$ cat config.mk
export PLATFORM = sky130hd
export DESIGN_NAME = mem_port_arbiter
export DESIGN_NICKNAME = d
export VERILOG_FILES = /design/src/rtl/mem_port_arbiter.sv
export SDC_FILE = /design/constraint.sdc
export NUM_CORES = 1
export LEC_CHECK = 0
export BUFFER_PORTS_ARGS = -buffer_cell sky130_fd_sc_hd__buf_2
export CAP_MARGIN = 10
export CELL_PAD_IN_SITES_DETAIL_PLACEMENT = 0
export CELL_PAD_IN_SITES_GLOBAL_PLACEMENT = 1
export CORE_ASPECT_RATIO = 1.75
export CORE_MARGIN = 5
export CORE_UTILIZATION = 33
export CTS_CLUSTER_DIAMETER = 120
export DETAILED_ROUTE_END_ITERATION = 10
export PLACE_DENSITY_LB_ADDON = 0.1
export SKIP_LAST_GASP = 1
export SYNTH_ARGS = -nofsm -noshare
export SYNTH_HDL_FRONTEND = slang
export SYNTH_SLANG_ARGS = --single-unit
$ cat constraint.sdc
create_clock -name clk -period 1.8 [get_ports clk]
set_input_delay 0.27 -clock clk [delete_from_list [all_inputs] [get_ports clk]]
set_output_delay 0.27 -clock clk [all_outputs]
set_load 0.05 [all_outputs]
$ cat src/rtl/mem_port_arbiter.sv
// mem_port_arbiter: shares one 16-bit memory port between instruction fetch (I) and load/store (D).
// Latency: grant registered one cycle after a request is seen in IDLE, ack two cycles later minimum (IDLE->BUSY->ACK).
// Backpressure: requests are held until their ack; mem_ready low stretches BUSY indefinitely; if_stall/mem_stall report waiting.
//
// Ports:
//   clk, reset            single rising-edge clock, synchronous active-high reset
//   i_req/i_addr          fetch request and address (held until i_ack)
//   i_ack/i_rdata         one-cycle fetch completion pulse and fetched word
//   d_req/d_we/d_addr/d_wdata  data request: store when d_we=1, load otherwise
//   d_ack/d_rdata         one-cycle data completion pulse and load data
//   mem_en/mem_we/mem_addr/mem_wdata  registered memory command, held while BUSY
//   mem_rdata/mem_ready   memory read data and completion strobe (only looked at in BUSY)
//   if_stall/mem_stall    combinational stall indications to the pipeline
//   conflict_cnt/starve_cnt  performance counters, present only when ARB_PERF_CNT_EN is defined
//
// Build option: define ARB_PERF_CNT_EN to add the conflict_cnt and starve_cnt counters.

module mem_port_arbiter #(
  parameter int MAX_STREAK = 3,
  parameter int DW         = 16
) (
  input  logic          clk,
  input  logic          reset,

  input  logic          i_req,
  input  logic [DW-1:0] i_addr,
  output logic          i_ack,
  output logic [DW-1:0] i_rdata,

  input  logic          d_req,
  input  logic          d_we,
  input  logic [DW-1:0] d_addr,
  input  logic [DW-1:0] d_wdata,
  output logic          d_ack,
  output logic [DW-1:0] d_rdata,

  output logic          mem_en,
  output logic          mem_we,
  output logic [DW-1:0] mem_addr,
  output logic [DW-1:0] mem_wdata,
  input  logic [DW-1:0] mem_rdata,
  input  logic          mem_ready,

  output logic          if_stall,
  output logic          mem_stall
`ifdef ARB_PERF_CNT_EN
  ,
  output logic [15:0]   conflict_cnt,
  output logic [15:0]   starve_cnt
`endif
);

  // Streak counter only needs to reach MAX_STREAK.
  localparam int SW = (MAX_STREAK < 1) ? 1 : $clog2(MAX_STREAK + 1);
  localparam logic [SW-1:0] STREAK_MAX = SW'(MAX_STREAK);

  typedef enum logic [1:0] {
    ST_IDLE = 2'd0,
    ST_BUSY = 2'd1,
    ST_ACK  = 2'd2
  } state_e;

  state_e        state_q;
  logic          owner_d_q;   // 1: current access belongs to the D side
  logic [SW-1:0] streak_q;

  logic          mem_en_q;
  logic          mem_we_q;
  logic [DW-1:0] mem_addr_q;
  logic [DW-1:0] mem_wdata_q;
  logic          i_ack_q;
  logic          d_ack_q;
  logic [DW-1:0] i_rdata_q;
  logic [DW-1:0] d_rdata_q;

  // Arbitration decision, only acted upon in IDLE.
  logic          both_req;
  logic          force_i;
  logic          grant_i;
  logic          grant_d;
  logic [SW-1:0] streak_d;

  always_comb begin
    both_req = i_req & d_req;
    // D normally wins a conflict; once it has won MAX_STREAK times in a row
    // while a fetch was waiting, the fetch is forced through.
    force_i  = both_req & (streak_q == STREAK_MAX);
    grant_d  = d_req & ~force_i;
    grant_i  = i_req & ~grant_d;

    streak_d = streak_q;
    if (grant_d) begin
      if (i_req) begin
        streak_d = (streak_q == STREAK_MAX) ? streak_q : streak_q + SW'(1);
      end else begin
        // A D grant with no fetch waiting is not starving anyone.
        streak_d = '0;
      end
    end else if (grant_i) begin
      streak_d = '0;
    end
  end

  // Main sequencer: IDLE -> BUSY (until mem_ready) -> ACK (one cycle) -> IDLE.
  always_ff @(posedge clk) begin
    if (reset) begin
      state_q     <= ST_IDLE;
      owner_d_q   <= 1'b0;
      streak_q    <= '0;
      mem_en_q    <= 1'b0;
      mem_we_q    <= 1'b0;
      mem_addr_q  <= '0;
      mem_wdata_q <= '0;
      i_ack_q     <= 1'b0;
      d_ack_q     <= 1'b0;
      i_rdata_q   <= '0;
      d_rdata_q   <= '0;
    end else begin
      case (state_q)
        ST_IDLE: begin
          if (grant_d || grant_i) begin
            state_q   <= ST_BUSY;
            owner_d_q <= grant_d;
            streak_q  <= streak_d;
            mem_en_q  <= 1'b1;
            if (grant_d) begin
              mem_addr_q  <= d_addr;
              mem_wdata_q <= d_wdata;
              mem_we_q    <= d_we;
            end else begin
              // Fetches never write; write data is left as it was.
              mem_addr_q  <= i_addr;
              mem_we_q    <= 1'b0;
            end
          end
        end

        ST_BUSY: begin
          // Command lines stay frozen until the memory completes.
          if (mem_ready) begin
            state_q  <= ST_ACK;
            mem_en_q <= 1'b0;
            mem_we_q <= 1'b0;
            if (owner_d_q) begin
              d_ack_q <= 1'b1;
              // A store returns no data; keep the previous load result.
              if (!mem_we_q) begin
                d_rdata_q <= mem_rdata;
              end
            end else begin
              i_ack_q   <= 1'b1;
              i_rdata_q <= mem_rdata;
            end
          end
        end

        ST_ACK: begin
          // Single ack cycle; the requester gets one cycle to drop or
          // change its request before IDLE samples it again.
          state_q <= ST_IDLE;
          i_ack_q <= 1'b0;
          d_ack_q <= 1'b0;
        end

        default: begin
          state_q  <= ST_IDLE;
          mem_en_q <= 1'b0;
          mem_we_q <= 1'b0;
          i_ack_q  <= 1'b0;
          d_ack_q  <= 1'b0;
        end
      endcase
    end
  end

`ifdef ARB_PERF_CNT_EN
  logic [15:0] conflict_q;
  logic [15:0] starve_q;

  // Both counters saturate rather than wrap.
  always_ff @(posedge clk) begin
    if (reset) begin
      conflict_q <= '0;
      starve_q   <= '0;
    end else if (state_q == ST_IDLE) begin
      // With both requests up a grant is always made in IDLE.
      if (both_req && (conflict_q != 16'hFFFF)) begin
        conflict_q <= conflict_q + 16'd1;
      end
      if (grant_i && force_i && (starve_q != 16'hFFFF)) begin
        starve_q <= starve_q + 16'd1;
      end
    end
  end

  assign conflict_cnt = conflict_q;
  assign starve_cnt   = starve_q;
`endif

  assign mem_en    = mem_en_q;
  assign mem_we    = mem_we_q;
  assign mem_addr  = mem_addr_q;
  assign mem_wdata = mem_wdata_q;
  assign i_ack     = i_ack_q;
  assign d_ack     = d_ack_q;
  assign i_rdata   = i_rdata_q;
  assign d_rdata   = d_rdata_q;

  // Stalls are combinational so the pipeline sees release in the ack cycle.
  assign if_stall  = i_req & ~i_ack_q;
  assign mem_stall = d_req & ~d_ack_q;

endmodule

# Word-level counts from Yosys, hierarchy flattened
# Index checks and enable logic that the tools add are counted.
# W data, S select, Z words.
word_totals:
  word_cells: 66
  in_bits: 70
  register_bits: 73
  output_inout_bits: 70
op_classes:
  reduce_logical: 12
  muxes: 20
  eq_ne: 8
  n_bitwise: 14
  n_addsub: 1
ops:
  columns: ["operator", "count"]
  rows:
  - ["$mux W16", 1]
  - ["$reduce_and A3 Y1", 5]
  - ["$mux W2", 6]
  - ["$mux W1", 8]
  - ["$ne A2 B2 Y1 const B", 4]
  - ["$not A1 Y1", 8]
  - ["$reduce_and A4 Y1", 2]
  - ["$and A1 B1 Y1", 6]
  - ["$pmux W1 S3", 2]
  - ["$eq A2 B2 Y1 const B", 2]
  - ["$pmux W1 S2", 2]
  - ["$pmux W2 S2", 1]
  - ["$reduce_and A2 Y1", 2]
  - ["$ne A3 B3 Y1 const B", 1]
  - ["$add A2 B1 Y2 const B", 1]
  - ["$eq A2 B1 Y1 const B", 1]
  - ["$logic_not A2 Y1", 1]
  - ["$reduce_bool A2 Y1", 1]
  - ["$logic_or A1 B1 Y1", 1]

# Longest topological paths before layout
# Gate-level depths: netlist of the first run.
depth:
  depth_word: 9
  depth_mapped: 6
  depth_no_buf: 4

# Worst setup path after synthesis of the first run
# No wires, ideal clock.
synth_path:
  path_type: "register to output"
  start: "register i_ack_q (netlist: i_ack)"
  end: "output if_stall"
  setup_slack_ns: 0.291
  t_arrival_ns: 1.239
  path_buffers: 0
  t_required_ns: 1.530
  path_stages_with_launch: 2
  cell_sequence: "dfxtp_1 > nor2b_1"
synth_between:
  elab_chain_len: 2
synth_rtl:
  columns: ["element", "line", "text"]
  rows:
  - ["from (decl)", "71", "logic i_ack_q;"]
  - ["from (signal assigned)", "114", "i_ack_q <= 1'b0;"]
  - ["from (signal assigned)", "151", "i_ack_q <= 1'b1;"]
  - ["from (signal assigned)", "161", "i_ack_q <= 1'b0;"]
  - ["$not A1 Y1", "210", "assign if_stall = i_req & ~i_ack_q;"]
  - ["$and A1 B1 Y1", "210", null]
  - ["to (decl)", "44", "output logic if_stall,"]
# Every way passes these cells.

# Worst setup path in the final report of the first run
layout_path:
  start: "register state_q[0]"
  end: "register d_rdata_q[13] (netlist: d_rdata[13])"
layout_between:
  elab_chain_len: 2
layout_rtl:
  columns: ["element", "line", "text"]
  rows:
  - ["from (decl)", "63", "state_e state_q;"]
  - ["from (signal assigned)", "107", "state_q <= ST_IDLE;"]
  - ["from (signal assigned)", "122", "state_q <= ST_BUSY;"]
  - ["from (signal assigned)", "141", "state_q <= ST_ACK;"]
  - ["$eq A2 B1 Y1", "119", "case (state_q)"]
  - ["$reduce_and A4 Y1 (no source line)", null, null]
  - ["to (signal assigned)", "148", "d_rdata_q <= mem_rdata;"]
  - ["to (decl)", "74", "logic [DW-1:0] d_rdata_q;"]
# Every way passes these cells.
# A chain may end at the register's enable or synchronous reset.

==> flow_metrics.tcl, run 1 <==
set metrics [dict create \
    synth_xor_area_frac 0 \
    viasPerCell 4.84 \
    clock_latency_ns 0.33 \
    gr-total-overflow 0 \
    cp_slowest_cell "or4b_1" \
    cts_tree "done" \
    grt_max_degree 90 \
    synth.most_common_cell "dfxtp_1" \
    synth_edf_count 0 \
    crit_fanout 8 \
    drt_iter0_markers 100 \
    fin_cells 606 \
    antenna_found_initial 0 \
    fin_worst_skew_ns 0.00526 \
    synth_nets 423 \
    worstPathRequired_ns 2.01 \
    gp_congestion 0.703 \
    cts_sinks 73 \
    cp-start-kind "flip-flop" \
    max_stage_delay_ns 0.59 \
    io_buffers 139 \
    drive_gt1_frac 0.348 \
    vias 2932 \
    post_cts_resized 0 \
    cts_max_path_buffers 2 \
    synth-async-reset-ratio 0 \
    tns_ns 0 \
    synth_area_leaders "dfxtp_1 (49%), a21oi_1 (9.0%), nand2_1 (8.5%), nand2b_1 (6.7%), mux2i_1 (5.3%)" \
    leakagePower_nw 1.86 \
    cts-root-buf "clkbuf_16" \
    rsz0062_at_grt "no" \
    synth_flop_cell "dfxtp_1" \
    power.total_mw 4.51 \
    cts_hold_buf 0 \
    die_x_um 82.1 \
    ant_nets 0 \
    grt_pass1_wl_um 14200 \
    start_util 0.335 \
    track_usage 0.165 \
    synth_top_cell_by_area "dfxtp_1" \
    clkTransAtPathRegs_ns 0.05 \
    fillCellCount 938 \
    setup_viol 0 \
    placed_cell_area_sq_um 3840 \
    fin_util 0.462 \
    synth.avg_cell_area_sq_um 8.54 \
    grt_pass1_vias 2997 \
    synth-seq-cells 73 \
    dp_slack_ns 0.336 \
    yosysWarnings 0 \
    htree_num_levels 3 \
    fmax_mhz 686 \
    io_pins 140 \
    maxCapViolations 0 \
    path_buf_inv 0 \
    dpl.hpwl_um 6190 \
    top_layer "met4" \
    fin_nets 552 \
    fin_crit_ns 1.46 \
    multi_input_area_sq_um 1420 \
    synth.mux.area_fraction 0.0533 \
    die_h_um 136 \
    relSlewSlack 0.689 \
    critPathTopFamily "simple AND/OR/NAND/NOR gates" \
    drc 0 \
    final_max_slew_viol_count 0 \
    yosys.area.top_type_share 0.486 \
    outcome "complete, no violations" \
    post-route-period-util 0.810 \
    synth_top_family_by_area "simple AND/OR/NAND/NOR gates" \
    cts_made_buffers 9 \
    cts_setup_buffers 0 \
    drt_pass1_iterations 4 \
    ir_drop_v 0.000522 \
    drt-total-wl_um 8930 \
    worstSetupEndpointType "flip-flop" \
    met2_wirelength_um 4620 \
    wl_met1_um 3540 \
    synth-seq-area-share 0.486 \
    synth_compound_area_frac 0.184 \
    worstSetupPathType "flip-flop to flip-flop" \
    routedWlPerCell_um 14.7 \
    diodes 0 \
    syn_inst 352 \
    num_rows 46 \
    p_per_area_nw_per_um2 1090 \
    whs_ns 0.194 \
    worstMarginPinSlew_ns 0.466 \
    die_area_sq_um 11200 \
    synthesis.area_sq_um 3010 \
    finalHoldViolations 0 \
    area_growth_pct 38.0 \
    arrival_ns 1.67 \
    wl_met3_um 657 \
    dp.cells 590 \
    seq_area_sq_um 1460 \
    synthAdderAreaFrac 0.00416 \
    yosys-top-cells-count "dfxtp_1 (73), nand2_1 (68), a21oi_1 (54)" \
    synth_simple_gate_area_frac 0.227 \
    path_cells "nand2_4 > or4b_1 > mux2i_1" \
    core_sq_um 8980 \
    finalWorstSetupSlack_ns 0.343 \
    yosys.cell_types.count 30 \
    min_path_type "input port to flip-flop" \
    fin_area_sq_um 4150 \
]
[final cells by class]
cell class	instances	area share
well taps	120	0.0362
clock buffers	13	0.0579
clock inverters	3	0.0157
multi-input cells	248	0.343
repair buffers	149	0.195
flip-flops and latches	73	0.352
[worst reg2reg max path: stages (launching register included)]
cell     delay (ns)
dfxtp_1        0.48
nand2_4        0.11
or4b_1         0.59
mux2i_1        0.16
[cells by family (layout without fill, tap and decap cells)]
| group | count (synthesis) | count (layout) |
|---|---|---|
| and+or+nand+nor | 136 | 136 |
| DFF | 73 | 73 |
| buffers and inverters | 31 | 165 |
| muxes | 16 | 16 |
| adders and majority gates | 1 | 1 |
| AOI/OAI and AO/OA | 95 | 95 |
[power breakdown]
| part | total (mW) | internal, mW | switching (mW) |
|---|---|---|---|
| logic | 0.882 | 0.265 | 0.617 |
| clock network | 1.85 | 1.21 | 0.638 |
| registers | 1.78 | 1.72 | 0.0601 |
| total | 4.51 | 3.19 | 1.32 |
[sequential cells by signal, summed over array words and instances (netlist names)]
register / cells
d_rdata: 16
i_rdata: 16
mem_addr: 16
mem_wdata: 16
state_q: 2
streak_q: 2
d_ack: 1
i_ack: 1
mem_en: 1
mem_we: 1
owner_d_q: 1
[worst paths after layout]
path                 from          end  slack [ns]  cells after the start
max            state_q[0]  d_rdata[13]        0.34                      3
min          mem_rdata[6]   i_rdata[6]        0.19                      3
max reg2reg    state_q[0]  d_rdata[13]        0.34                      3
min reg2reg   i_rdata[15]  i_rdata[15]        0.45                      2
[per-layer routing]
layer,up-vias,GRT usage
li1,1473,-
met1,1366,0.180
met2,86,0.290
met3,7,0.0557
met4,0,0.0555
met5,-,0
[layout by cell type (no fill, tap or decap), drive strengths merged]
master,Yosys,routed
or2,2,2
dfxtp,73,73
nand2b,32,32
o21a,1,1
o21ai,20,20
a21bo,1,1
nor2,6,6
mux2i,16,16
nor3,2,2
a21oi,54,54
a311oi,16,16
nand4,1,1
ha,1,1
buf,11,149
a31oi,1,1
nor2b,2,2
nor4b,1,1
nand4bb,1,1
nand3,17,17
nand4b,1,1
clkbuf,20,13
nand2,69,69
a21boi,1,1
clkinv,0,1
o211ai,1,1
bufinv,0,2
or4b,1,1
nor4bb,1,1
Note: power is estimated with default switching activity, not from simulation.
==> run 2, diff against run 1 <==
==> constraint.sdc (replaced) <==
create_clock -name clk -period 1.45 [get_ports clk]
set_input_delay 0.2175 -clock clk [delete_from_list [all_inputs] [get_ports clk]]
set_output_delay 0.2175 -clock clk [all_outputs]
set_load 0.05 [all_outputs]
==> run 2 against run 1 <==
Compared with the run above:
- wire length shrank 1.4%
- largest cell class unchanged
- critical path type unchanged
- sequential power grew 24%
- hold slack lost 0.061 ns
- non-clock buffer count grew 5
- total power grew 31%
- clock skew is essentially flat
- sequential cell count is the same
- design area grew 3.1%
==> flow_metrics.tcl, run 2 (same netlist as run 1, synthesis figures left out) <==
set metrics [dict create \
    ir_drop_v 0.000574 \
    seq_area_sq_um 1460 \
    area_growth_pct 42.3 \
    clock_latency_ns 0.33 \
    htree_num_levels 3 \
    crit_fanout 7 \
    finalHoldViolations 0 \
    routedWlPerCell_um 14.4 \
    multi_input_area_sq_um 1430 \
    power.total_mw 5.89 \
    worstHoldStart "mem_rdata[10]" \
    top_layer "met4" \
    io_pins 140 \
    outcome "complete, no violations" \
    drt_iter0_markers 119 \
    worstSetupEndpointType "flip-flop" \
    cts_max_path_buffers 2 \
    tns_ns 0 \
    leakagePower_nw 1.93 \
    drt_pass1_iterations 4 \
    fin_nets 557 \
    core_sq_um 8980 \
    die_area_sq_um 11200 \
    fmax_mhz 764 \
    final_common_cell "buf_2" \
    cts_sinks 73 \
    die_h_um 136 \
    die_x_um 82.1 \
    rsz0062_at_grt "no" \
    crit_end "d_rdata[15]" \
    clkTransAtPathRegs_ns 0.06 \
    worstMarginPinSlew_ns 0.351 \
    grt_pass1_vias 2815 \
    drc 0 \
    p_per_area_nw_per_um2 1380 \
    setup_viol 0 \
    ant_nets 0 \
    dpl.hpwl_um 6140 \
    gr-total-overflow 0 \
    worstSetupPathType "flip-flop to flip-flop" \
    ff2ff_path_depth 2 \
    met2_wirelength_um 4650 \
    viasPerCell 4.78 \
    final_max_slew_viol_count 0 \
    rr_startpoint "owner_d_q" \
    antenna_found_initial 0 \
    diodes 0 \
    cts_made_buffers 9 \
    fin_worst_skew_ns 0.00544 \
    gp_congestion 0.725 \
    wl_met3_um 588 \
    grt_pass1_wl_um 13600 \
    cts-root-buf "clkbuf_16" \
    drt-total-wl_um 8810 \
    cp-start-kind "flip-flop" \
    grt_max_degree 90 \
    start_util 0.335 \
    num_rows 46 \
    cts_setup_buffers 0 \
    vias 2918 \
    startpoint "owner_d_q" \
    drive_gt1_frac 0.365 \
    relSlewSlack 0.766 \
    min_path_type "input port to flip-flop" \
    fin_crit_ns 1.31 \
    layout_common_cells "buf_2 (139), dfxtp_1 (73), nand2_1 (68)" \
    fillCellCount 917 \
    cts_tree "done" \
    track_usage 0.159 \
    arrival_ns 1.52 \
    worstPathRequired_ns 1.66 \
    io_buffers 139 \
    maxCapViolations 0 \
    ff2ff_setup_slack_ns 0.14 \
    wl_met1_um 3460 \
    rr_endpoint "d_rdata[15]" \
    post-route-period-util 0.903 \
]
==> run 2: final cells by class <==
cell class | instances | share of cell area
repair buffers | 154 | 0.208
well taps | 120 | 0.0351
clock buffers | 11 | 0.0567
multi-input cells | 248 | 0.335
flip-flops and latches | 73 | 0.342
clock inverters | 5 | 0.0240
==> run 2: worst max-delay path, cell delays in order, from the launching register on <==
cell	delay [ns]
dfxtp_1	0.46
or4b_1	0.57
mux2i_1	0.16
==> run 2: timing repair <==
action	CTS	global route
hold endpoints to repair	0	0
hold buffers	0	0
endpoints found under the setup margin	0	1
resized for setup	0	1
==> run 2: power breakdown <==
group | switching [mW] | internal (mW) | total, mW
clock | 0.835 | 1.72 | 2.56
sequential | 0.0661 | 2.13 | 2.20
combinational | 0.778 | 0.360 | 1.14
==> run 2: stage by stage <==
step | instance area (sq um) | cells | setup WS, ns | util | hold WS, ns
floorplan | 3010 | 352 | 0.000479 | - | 0.354
global placement | 3900 | 594 | 0.144 | 0.435 | 0.441
detailed placement | 3900 | 594 | 0.125 | 0.435 | 0.445
CTS | 4250 | 610 | 0.122 | 0.473 | 0.121
global route | 4280 | 611 | 0.00679 | 0.476 | 0.128
finish | 4280 | 611 | 0.141 | 0.476 | 0.133
==> run 2: worst min path at each step <==
| stage | to | slack (ns) | cells past startpoint |
|---|---|---|---|
| 2_1_floorplan | i_rdata[0] | 0.35 | 2 |
| 3_3_place_gp | i_rdata[3] | 0.44 | 2 |
| 6_report | i_rdata[10] | 0.13 | 3 |
| 5_1_grt | i_rdata[3] | 0.13 | 3 |
| 3_5_place_dp | i_rdata[9] | 0.44 | 2 |
| 4_1_cts | i_rdata[9] | 0.12 | 3 |
==> run 2: routing by layer <==
metal / vias up / track usage
li1: 1480 / -
met3: 9 / 0.0464
met4: 0 / 0.0610
met2: 86 / 0.271
met1: 1343 / 0.183
met5: - / 0
